### src/rtl/mem_bus_arbiter.sv
// mem_bus_arbiter: round-robin arbiter sharing one mmio/SRAM port between
// NUM_REQ bus masters. One transaction per grant, completed by m_ack.
// Optional build macro: ARB_TIMEOUT_EN adds a BUSY watchdog that forces an
// error completion (req_dtr = 32'hDEAD_BEEF, bus_err pulse) after
// TIMEOUT_CYCLES cycles without an ack.
module mem_bus_arbiter #(
  parameter int NUM_REQ        = 2,
  parameter int TIMEOUT_CYCLES = 255
) (
  input  logic                 clk,
  input  logic                 reset,
  input  logic [NUM_REQ-1:0]   req_stb,
  output logic [NUM_REQ-1:0]   req_ack,
  input  logic [NUM_REQ*32-1:0] req_addr,
  input  logic [NUM_REQ*32-1:0] req_dtw,
  input  logic [NUM_REQ-1:0]   req_rw,
  output logic [31:0]          req_dtr,
  output logic                 m_stb,
  input  logic                 m_ack,
  output logic [31:0]          m_addr,
  output logic [31:0]          m_dtw,
  input  logic [31:0]          m_dtr,
  output logic                 m_rw,
  output logic [NUM_REQ-1:0]   grant,
  output logic                 bus_err
);

  localparam int IDX_W = (NUM_REQ > 1) ? $clog2(NUM_REQ) : 1;
  localparam logic [IDX_W:0] NUM_REQ_W = (IDX_W+1)'(NUM_REQ);

  typedef enum logic {IDLE, BUSY} state_t;

  state_t             state, state_next;
  logic [NUM_REQ-1:0] grant_next;
  logic [IDX_W-1:0]   last, last_next;
  logic [IDX_W-1:0]   winner;
  logic [IDX_W-1:0]   sel;
  logic [IDX_W:0]     cand;
  logic               g_stb;
  logic               timeout_hit;

  // Round-robin search starting just after the last winner; walking the
  // offsets from farthest to nearest lets the nearest requester win.
  always_comb begin
    winner = '0;
    cand   = '0;
    for (int k = NUM_REQ; k >= 1; k--) begin
      cand = {1'b0, last} + (IDX_W+1)'(k);
      if (cand >= NUM_REQ_W) cand = cand - NUM_REQ_W;
      if (req_stb[cand[IDX_W-1:0]]) winner = cand[IDX_W-1:0];
    end
  end

  // Route the granted requester's address/data/direction to mmio; requester 0 in IDLE.
  always_comb begin
    sel    = (state == BUSY) ? last : '0;
    m_addr = '0;
    m_dtw  = '0;
    m_rw   = 1'b0;
    g_stb  = 1'b0;
    for (int i = 0; i < NUM_REQ; i++) begin
      if (sel == IDX_W'(i)) begin
        m_addr = req_addr[32*i +: 32];
        m_dtw  = req_dtw[32*i +: 32];
        m_rw   = req_rw[i];
      end
      if (last == IDX_W'(i)) g_stb = req_stb[i];
    end
  end

`ifdef ARB_TIMEOUT_EN
  localparam int TMO_W = $clog2(TIMEOUT_CYCLES + 1);
  logic [TMO_W-1:0] tmo_cnt;

  // Watchdog: held at zero outside BUSY, counts BUSY cycles that see no ack.
  always_ff @(posedge clk) begin
    if (reset)                tmo_cnt <= '0;
    else if (state == IDLE)   tmo_cnt <= '0;
    else if (!m_ack)          tmo_cnt <= tmo_cnt + 1'b1;
  end

  assign timeout_hit = (state == BUSY) && g_stb && !m_ack &&
                       (tmo_cnt == TMO_W'(TIMEOUT_CYCLES - 1));
`else
  assign timeout_hit = 1'b0;
`endif

  // Next-state and per-cycle bus outputs for the IDLE/BUSY handshake.
  always_comb begin
    state_next = state;
    grant_next = grant;
    last_next  = last;
    m_stb      = 1'b0;
    req_ack    = '0;
    req_dtr    = m_dtr;
    bus_err    = 1'b0;
    case (state)
      IDLE: begin
        if (|req_stb) begin
          state_next = BUSY;
          grant_next = NUM_REQ'(1) << winner;
          last_next  = winner;
        end
      end
      BUSY: begin
        m_stb = g_stb;
        if (g_stb && (m_ack || timeout_hit)) begin
          req_ack    = NUM_REQ'(1) << last;
          req_dtr    = timeout_hit ? 32'hDEAD_BEEF : m_dtr;
          bus_err    = timeout_hit;
          state_next = IDLE;
          grant_next = '0;
        end else if (!g_stb) begin
          state_next = IDLE;
          grant_next = '0;
        end
      end
      default: begin
        state_next = IDLE;
        grant_next = '0;
      end
    endcase
  end

  // State, grant and round-robin pointer registers.
  always_ff @(posedge clk) begin
    if (reset) begin
      state <= IDLE;
      grant <= '0;
      last  <= IDX_W'(NUM_REQ - 1);
    end else begin
      state <= state_next;
      grant <= grant_next;
      last  <= last_next;
    end
  end

endmodule

### config.mk
export PLATFORM = sky130hd
export DESIGN_NAME = mem_bus_arbiter
export DESIGN_NICKNAME = d
export VERILOG_FILES = /design/src/rtl/mem_bus_arbiter.sv
export SDC_FILE = /design/constraint.sdc
export NUM_CORES = 1
export LEC_CHECK = 0
export BUFFER_PORTS_ARGS = -buffer_cell sky130_fd_sc_hd__buf_2
export CORE_AREA = 2 2 104 106
export DETAILED_ROUTE_END_ITERATION = 10
export DIE_AREA = 0 0 106 108
export PLACE_DENSITY = 0.51
export SYNTH_ARGS = -nofsm -noshare
export SYNTH_HDL_FRONTEND = slang
export SYNTH_SLANG_ARGS = --single-unit
export TNS_END_PERCENT = 50
### constraint.sdc
create_clock -name clk -period 1.5 [get_ports clk]
set_input_delay 0.3 -clock clk [delete_from_list [all_inputs] [get_ports clk]]
set_output_delay 0.3 -clock clk [all_outputs]
set_load 0.03 [all_outputs]
; ---- Word level (Yosys, flattened, before mapping)
; Index checks and enable logic that the tools add are counted.
[op_classes]
bitwise_logic = 1
eq_ne = 2
div = 0
n_mux = 24
order_cmp = 4
shifts = 2
reduce_logical = 4
multipliers = 0
add_sub_neg = 4
[ops]
columns = op, n
row1 = $mux 32, 2
row2 = $mux 1, 15
row3 = $mux 2, 5
row4 = $ge 2x2->1 const B, 2
row5 = $lt 1x2->1 const B, 2
row6 = $pmux 2 s2, 1
row7 = $reduce_and 2->1, 2
row8 = $shl 1x1->2 const A, 2
row9 = $ne 3x2->1 const B, 1
row10 = $add 1x1->2 const B, 1
row11 = $add 1x2->2 const B, 1
row12 = $ne 2x2->1 const B, 1
row13 = $pmux 1 s2, 1
row14 = $reduce_or 2->1, 1
row15 = $sub 1x1->1 const B, 2
row16 = $logic_and 1x1->1, 1
row17 = $not 1->1, 1
[word_totals]
reg_bits = 4
mem_bits_ro = 0
memories = 0
latch_bits = 0
ramBits = 0
elab_cells = 44

; ---- Logic depth before layout (Yosys ltp)
; Gate-level depths: netlist of run 1.
[logic_depth]
depth_word = 10
mapped_depth = 5

; ---- Worst setup path before layout of run 1
; OpenSTA, ideal clock, no wires.
[synth_path]
path_kind = register -> output
startpoint = register last
endpoint = output port req_ack[0]
path_slack_ps = -275
t_required_ps = 1200
path_buffers = 1
t_arrival_ps = 1475
path_stages_with_launch = 5
path_cell_list = dfxtp_1 > buf_4 > mux2i_1 > nor2b_1 > and3b_1
[synth_via]
elab_chain_len = 4
[synth_lines]
columns = element, line
row1 = "start, declared", 35  ; logic [IDX_W-1:0] last, last_next;
row2 = "start signal, assigned", 130  ; last <= IDX_W'(NUM_REQ - 1);
row3 = "start signal, assigned", 134  ; last <= last_next;
row4 = $mux 1, 67  ; if (last == IDX_W'(i)) g_stb = req_stb[i];
row5 = $logic_and 1x1->1, 107  ; if (g_stb && (m_ack || timeout_hit)) begin
row6 = $mux 2 (*), 107
row7 = $mux 2 (*), 97  ; case (state)
row8 = "end, declared", 13  ; output logic [NUM_REQ-1:0] req_ack,
; Every way passes the cells marked *; elsewhere a longest branch is shown, timed or not.

; ---- Worst setup path in the final report of run 1
[layout_path]
startpoint = register last
endpoint = output port m_rw
[layout_via]
elab_chain_len = 2
[layout_lines]
columns = element, line
row1 = $mux 1, 56  ; sel = (state == BUSY) ? last : '0;
row2 = $mux 1, 62  ; if (sel == IDX_W'(i)) begin
row3 = "end, declared", 23  ; output logic m_rw,
; No other way between the ends.

==> results of run 1 <==
-- how the worst max path moves through the flow --
stage,to,slack (ns),from,cells after the start
finish,m_rw,-0.24,last,5
global route,m_addr[14],-0.28,last,4
CTS,m_addr[15],-0.26,last,5
detailed placement,m_rw,-0.13,last,4
global placement,m_rw,-0.11,last,4
floorplan,m_addr[10],0.001,state,5
-- state kept, by name (all words and copies together) (netlist names) --
| signal | count |
|---|---|
| grant | 2 |
| last | 1 |
| state | 1 |
-- cell usage after synthesis --
cell,count
o21ai_0,1
o22a_1,1
nand4_1,1
or4_1,1
nor2b_1,2
nand2b_1,1
mux2i_1,1
and3b_1,1
a211o_2,1
inv_2,1
o21bai_1,1
buf_4,34
a211o_1,1
buf_6,6
nor4bb_1,1
conb_1,1
buf_2,2
a31oi_1,2
nor2_1,4
and3_1,1
nand4b_1,1
dfxtp_1,4
or2b_1,1
nand2_2,1
mux2_2,65
a21o_1,1
inv_1,1
-- stage by stage --
step           area [um^2]  cells  hold slack, ns
2_1_floorplan         1330    138           0.369
3_3_place_gp          2260    444           0.485
3_5_place_dp          2260    444           0.501
4_1_cts               3010    454           0.290
5_1_grt               3040    454           0.311
6_report              3040    454           0.295
-- layout by cell type (no fill, tap or decap), drive strengths merged --
cell type | synthesis | final
nand2 | 1 | 1
mux2 | 65 | 65
or4 | 1 | 1
conb | 1 | 1
buf | 42 | 219
a21o | 1 | 1
nand4 | 1 | 1
a211o | 2 | 2
nand2b | 1 | 1
inv | 2 | 2
o22a | 1 | 1
nor2b | 2 | 2
a31oi | 2 | 2
nand4b | 1 | 1
o21ai | 1 | 1
mux2i | 1 | 1
and3 | 1 | 1
and3b | 1 | 1
nor4bb | 1 | 1
clkbuf | 0 | 3
or2b | 1 | 1
nor2 | 4 | 4
o21bai | 1 | 1
dfxtp | 4 | 4
-- timing repair --
item | 4_1_cts | 5_1_grt
pin swaps | 1 | 0
gates cloned | 4 | 0
buffers inserted | 3 | 0
resized for setup | 169 | 7
endpoints found under the setup margin | 68 | 68
hold buffers | 0 | 0
-- where the power goes --
part | total (mW) | internal, mW | switching, mW
combinational | 1.56 | 0.823 | 0.739
clock | 0.226 | 0.171 | 0.0546
sequential | 0.129 | 0.117 | 0.0122
total | 1.92 | 1.11 | 0.806
-- kinds of logic after synthesis --
kind of cell	Yosys count	share of synthesized area
muxes	66	0.562
buffers and inverters	44	0.258
and+or+nand+nor	15	0.0720
AOI/OAI and AO/OA	8	0.0455
DFF	4	0.0606
other	1	0.00284
-- final cells by class --
cell class / count / area (um^2)
Multi-Input combinational cell: 90 / 1100
Clock buffer: 3 / 41.3
Fill cell: 1049 / 7190
Sequential cell: 4 / 87.6
Timing Repair Buffer: 219 / 1630
Tap cell: 136 / 170
Inverter: 2 / 7.51
-- routing by layer --
layer | vias to the layer above | wire length, um | GRT usage
met1 | 814 | 2320 | 0.103
met5 | - | 0 | 0
met2 | 131 | 3300 | 0.182
met3 | 0 | 625 | 0.0295
li1 | 823 | - | -
met4 | 0 | 0 | 0.00564
==> metrics.csv, run 1 <==
metric;value;unit
CTS Root Cell;clkbuf_8;
clock-pin slew on the worst setup and hold paths;0.03;ns
clk buf depth;2;
Post-Syn Nets;305;
Hold Crit Start;reset;
antenna viol nets, final;0;
R2R setup slack;0.14;ns
DP Wirelength;4350;um
via count;1768;
row count;37;
Iteration-0 DRC Markers;46;
Worst setup SP type;register;
Top cell by count, worst path;buf_12;
leakage dissipation;1.67;nW
DRC;0;
reg2reg start;last;
synthesized area;1320;um^2
pre-CTS setup slack;-0.131;ns
crit-path leading delay family;buffers and inverters;
DR WL/cell;13.8;um
Hold Path Sink;state;
Inserted Clock Buffers;3;
CTS tree;done;
final setup fails;67;
Tot GR Track Use;0.0931;
Yosys cell types;27;
Nets;487;
largest net degree at the start of global routing;28;
hold depth;2;
slowest CP cell;dfxtp_4;
routability cong.;0.746;
CP max stage delay;0.37;ns
layout cell share with drive strength beyond 1;0.931;
Synth area leaders;mux2_2 55%, buf_4 19%, dfxtp_1 6.1%, buf_6 5.1%, nor2_1 1.1%;
fin crit share;1.16;
H-tree Lvls;1;
global-route wire length before repair;8490;um
f_max;0.574;GHz
failing checks;negative setup slack;
mean post-synth cell area;9.57;um^2
port bufs;204;
Synth area leader;mux2_2;
Num Clock Sinks;4;
max_cap viols;0;
Worst R2R End;grant[1];
max-slew violations;0;
status;complete, but fails checks;
die height;108;um
Crit Path Max Fanout;7;
setup TNS;-13.67;ns
worst reg2reg path depth;5;
die area;11400;um^2
ANT cells;0;
RSZ-0062 raised after global routing;yes;
Remaining Overflow, GRT;0;
Setup WS post-layout;-0.242;ns
PwrDens;631;nW/um^2
Pwr Total;1.92;mW
WS Path Type;register to output port;
vias in the first global route;1701;
minimum clock period;1.74;ns
Yosys top cell area share;0.554;
Critical Path AT;1.44;ns
die extent in x;106;um
initial antenna violation count;0;
cells after synthesis;138;
Initial Util;0.129;
Ys Warns;0;
worst path bufs/invs;3;
final core occ;0.297;
CP cell instances;nand2_8 > buf_12 > buf_12 > mux2_4 > buf_6;
Layout Skew;0.00110;ns
Seq/Total Area, Yosys;0.0606;
Core Footprint;10200;um^2
CP Capture Type;output port;
Worst Hold Class;primary input to register;
Via density;3.89;
worst skew pair latency;0.22;ns
Hold Fails Final Rpt;0;
maximum vdd drop;316;uV
#FFs+latches synth;4;
Pre-antenna DRT Iters;4;
Crit path required time;1.20;ns
DRT Wirelength;6250;um
num ports;270;
Layout area overhead;130;%
No activity file was read; power rests on OpenSTA's default activity.
==> run 2, diff against run 1 <==
--- a/config.mk
+++ b/config.mk
@@ -5,8 +5,9 @@
 export SDC_FILE = /design/constraint.sdc
 export NUM_CORES = 1
 export LEC_CHECK = 0
-export BUFFER_PORTS_ARGS = -buffer_cell sky130_fd_sc_hd__buf_2
+export BUFFER_PORTS_ARGS = -buffer_cell sky130_fd_sc_hd__buf_4
 export CORE_AREA = 2 2 104 106
+export CTS_BUF_LIST = sky130_fd_sc_hd__clkbuf_4
 export DETAILED_ROUTE_END_ITERATION = 10
 export DIE_AREA = 0 0 106 108
 export PLACE_DENSITY = 0.51
==> metrics.csv, run 2 (synthesis gave the netlist of run 1 again) <==
metric;value;unit;change
most frequent cells in the layout;144 x buf_4, 69 x buf_6, 55 x mux2_4;;
WS Path Type;register to output port;;
num ports;270;;unchanged
via count;1808;;+2.3%
Inserted Clock Buffers;3;;unchanged
antenna viol nets, final;0;;unchanged
fin area;3470;um^2;+14%
Crit Path Max Fanout;10;;+3
largest net degree at the start of global routing;25;;-11%
global-route wire length before repair;8800;um;+3.7%
Iteration-0 DRC Markers;54;;+17%
die height;108;um;unchanged
CP Capture Type;output port;;
PwrDens;571;nW/um^2;-9.4%
worst skew pair latency;0.23;ns;about the same
Pwr Total;1.98;mW;+3.3%
max reg flops;2;;unchanged
Nets;489;;+0.41%
minimum clock period;1.74;ns;-0.000308 ns
initial antenna violation count;0;;unchanged
leakage dissipation;1.87;nW;+12%
Core Footprint;10200;um^2;unchanged
Setup WS post-layout;-0.241;ns;+0.000308 ns
Tot GR Track Use;0.0983;;+0.00516
fin crit share;1.16;;about the same
Layout Skew;0.00117;ns;+0.0000737 ns
Reg with most FFs;grant;;
Fill cells;1032;;-1.6%
Layout area overhead;162;%;
Crit path required time;1.20;ns;about the same
row count;37;;unchanged
die area;11400;um^2;unchanged
RSZ-0062 raised after global routing;yes;;
routability cong.;0.729;;-2.3%
CTS Root Cell;clkbuf_4;;
die extent in x;106;um;unchanged
vias in the first global route;1722;;+1.2%
CTS tree;done;;
ANT cells;0;;unchanged
Worst setup SP type;register;;
Worst Hold Class;primary input to register;;
Via density;3.96;;+1.8%
maximum vdd drop;237;uV;-25%
largest registers;grant (2), last (1), state (1);;
Hold Fails Final Rpt;0;;unchanged
final core occ;0.339;;+0.0418
status;complete, but fails checks;;
port bufs;204;;unchanged
Worst Hold Slack;0.253;ns;-0.0416 ns
clock-pin slew on the worst setup and hold paths;0.04;ns;about the same
layout cell share with drive strength beyond 1;0.928;;-0.00269
H-tree Lvls;1;;unchanged
clk buf depth;2;;unchanged
max_cap viols;0;;unchanged
R2R setup slack;0.07;ns;-0.07 ns
Initial Util;0.129;;unchanged
Critical Path AT;1.44;ns;about the same
Remaining Overflow, GRT;0;;unchanged
most common cell after layout, fill and taps aside;buf_4;;
DRT Wirelength;7120;um;+14%
DP Wirelength;4830;um;+11%
f_max;0.574;GHz;about the same
hold_buf cts;0;;unchanged
Num Clock Sinks;4;;unchanged
Pre-antenna DRT Iters;3;;-1
max-slew violations;0;;unchanged
Area after DPL;2790;um^2;+23%
DR WL/cell;15.6;um;+13%
DRC;0;;unchanged
failing checks;negative setup slack;;
final setup fails;68;;+1.5%
run 2: path summary, 6_finish.rpt:
kind,end,cells past startpoint,start
max reg2reg,grant[1],5,last
max,m_dtw[16],4,last
min,state,2,reset
min reg2reg,grant[0],2,grant[0]
run 2: metal layers:
layer | part of all wire | global-route usage | vias to the layer above
met1 | 0.35 | 0.0909 | 854
met3 | 0.093 | 0.0374 | 2
met5 | 0 | 0 | -
li1 | - | - | 828
met2 | 0.55 | 0.207 | 124
met4 | 0.0015 | 0.0113 | 0
run 2: cell type report:
class,count,area (um^2),area share
timing repair buffer,221,2050,0.591
multi-input combinational,90,1130,0.326
tap,136,170,0.0491
sequential,4,87.6,0.0253
clock buffer,3,22.5,0.00650
inverter,2,7.51,0.00217
run 2: report_power, final:
group	leakage [nW]	internal (mW)	switching, mW
clock	0.0138	0.0894	0.0430
combinational	1.82	0.962	0.758
sequential	0.0338	0.117	0.0122
run 2: through the flow:
stage,TNS [ns],setup WS (ns),std cells
after floorplan,0,0.00131,138
after global placement,-0.370,-0.0639,444
after detailed placement,-0.907,-0.0789,444
after CTS,-14.24,-0.257,452
after global routing,-16.76,-0.292,456
final,-13.23,-0.241,456
run 2: what timing repair did:
item	4_1_cts	5_1_grt
cloned	3	4
gates resized for setup	68	65
pin swaps	0	2
endpoints found under the setup margin	68	68
setup buffers	2	2
run 2: worst max-delay path, cell delays in order (launching register included):
cell and delay (ns):
dfxtp_4 0.36, nand2_8 0.17, clkbuf_16 0.20, mux2_2 0.34, buf_6 0.14
==> run 3, diff against run 2 <==
==> constraint.sdc (replaced) <==
create_clock -name clk -period 1.7 [get_ports clk]
set_input_delay 0.34 -clock clk [delete_from_list [all_inputs] [get_ports clk]]
set_output_delay 0.34 -clock clk [all_outputs]
set_load 0.03 [all_outputs]
==> metrics.csv, run 3 (synthesis gave the netlist of run 1 again) <==
metric;value;unit;change
CP max stage delay;0.36;ns;about the same
max reg flops;2;;unchanged
worst skew pair latency;0.23;ns;about the same
Layout area overhead;150;%;
setup TNS;-0.999;ns;+12.23 ns
vias in the first global route;1781;;+3.4%
routability cong.;0.735;;+0.88%
combinational power share;0.861;;-0.007
clk buf depth;2;;unchanged
DRT Wirelength;6760;um;-5.0%
CP Launch Point;last;;
layout cell share with drive strength beyond 1;0.927;;-0.00114
Via density;3.89;;-1.8%
Iteration-0 DRC Markers;37;;-31%
largest net degree at the start of global routing;30;;+20%
Setup WS post-layout;-0.0421;ns;+0.199 ns
Int Pwr;0.963;mW;-18%
switching power;0.689;mW;-15%
CP cell instances;nand2_8 > buf_12 > mux2_2 > buf_6;;
row count;37;;unchanged
CP Capture Type;output port;;
fin crit share;1.02;;
num ports;270;;unchanged
RSZ-0062 raised after global routing;yes;;
Worst Hold Slack;0.293;ns;+0.0397 ns
slowest CP cell;mux2_2;;
final setup fails;38;;-44%
most frequent cells in the layout;145 x buf_4, 67 x buf_6, 37 x mux2_4;;
initial antenna violation count;0;;unchanged
Num Clock Sinks;4;;unchanged
antenna viol nets, final;0;;unchanged
Crit Path Max Fanout;19;;+9
f_max;0.574;GHz;
largest registers;grant (2), last (1), state (1);;
port bufs;204;;unchanged
WS Path Type;register to output port;;
global-route wire length before repair;8600;um;-2.3%
max_cap viols;0;;unchanged
Tot GR Track Use;0.0921;;-0.00614
leakage dissipation;1.72;nW;-7.9%
final core occ;0.322;;-0.0164
clock-pin slew on the worst setup and hold paths;0.04;ns;about the same
DP Wirelength;4710;um;-2.6%
via count;1756;;-2.9%
DRC;0;;unchanged
clock power share;0.070;;+0.003
fin area;3300;um^2;-4.8%
Hold Fails Final Rpt;0;;unchanged
reg2reg start;last;;
die area;11400;um^2;unchanged
Core Footprint;10200;um^2;unchanged
Worst setup SP type;register;;
Inserted Clock Buffers;3;;unchanged
CTS tree;done;;
Remaining Overflow, GRT;0;;unchanged
worst path bufs/invs;2;;unchanged
most common cell after layout, fill and taps aside;buf_4;;
Nets;484;;-1.0%
status;complete, but fails checks;;
Initial Util;0.129;;unchanged
Switching Share;0.417;;+0.00645
ANT cells;0;;unchanged
Pre-antenna DRT Iters;4;;+1
DR WL/cell;15.0;um;-4.0%
H-tree Lvls;1;;unchanged
die extent in x;106;um;unchanged
Reg with most FFs;grant;;
max-slew violations;0;;unchanged
die height;108;um;unchanged
CTS Root Cell;clkbuf_4;;
failing checks;negative setup slack;;
crit-path leading delay family;multiplexers;;
Hold Crit Start;reset;;
Pwr Total;1.65;mW;-17%
Layout Skew;0.00152;ns;+0.000346 ns
PwrDens;501;nW/um^2;-12%
minimum clock period;1.74;ns;
maximum vdd drop;238;uV;+0.32%
Crit path required time;1.36;ns;+0.16 ns
Critical Path AT;1.40;ns;-0.04 ns
Area after DPL;2750;um^2;-1.3%
Flop pwr share;0.069;;+0.004
Worst Hold Class;primary input to register;;
## run 3: changes by cell type in the layout (fill, tap and decap cells not counted)
cell       change
mux2_4        -18
clkbuf_16      -1
buf_12         -1
and3b_2        -1
and3_4         +1
mux2i_4        +1
buf_4          +1
buf_16         -2
mux2i_1        -1
mux2_2        +18
and3b_1        +1
buf_6          -2
and3_2         -1
## run 3: metrics by stage
| stage | setup WS [ns] | instances |
|---|---|---|
| after floorplan | 0.0709 | 138 |
| after global placement | 0.144 | 440 |
| after detailed placement | 0.143 | 440 |
| after CTS | -0.108 | 449 |
| after global routing | -0.0975 | 451 |
| final | -0.0421 | 451 |
## run 3: repair_timing
| item | 4_1_cts | 5_1_grt |
|---|---|---|
| pin swaps | 2 | 1 |
| setup buffers | 4 | 1 |
| endpoints found under the setup margin | 67 | 67 |
| hold buffers | 0 | 0 |
| resized for setup | 50 | 65 |
| cloned | 2 | 3 |
## run 3: area by class of cell
type                            instances  area, um^2
Tap cell                              136         170
Multi-Input combinational cell         90        1080
Timing Repair Buffer                  216        1930
Inverter                                2        7.51
Sequential cell                         4        87.6
Fill cell                            1068        6930
Clock buffer                            3        22.5
## run 3: worst paths after layout
kind              slack [ns]  cells past startpoint        end
setup reg to reg        0.22                      5   grant[1]
setup / recovery       -0.04                      4  m_dtw[13]
hold reg to reg         0.51                      2   grant[0]
hold / removal          0.29                      2      state
## run 3: power by group through the flow
stage | sequential (mW) | clock, mW | combinational [mW]
floorplan | 0.114 | 0 | 0.795
global placement | 0.109 | 0 | 1.15
detailed placement | 0.110 | 0 | 1.16
CTS | 0.111 | 0.123 | 1.29
global route | 0.115 | 0.125 | 1.49
finish | 0.113 | 0.116 | 1.42
## run 3: routing by layer
metal / global-route usage / vias up / share of wire
met2: 0.162 / 140 / 0.52
li1: - / 814 / -
met3: 0.0344 / 2 / 0.10
met1: 0.110 / 800 / 0.38
met4: 0.0141 / 0 / 0.0028
met5: 0 / - / 0
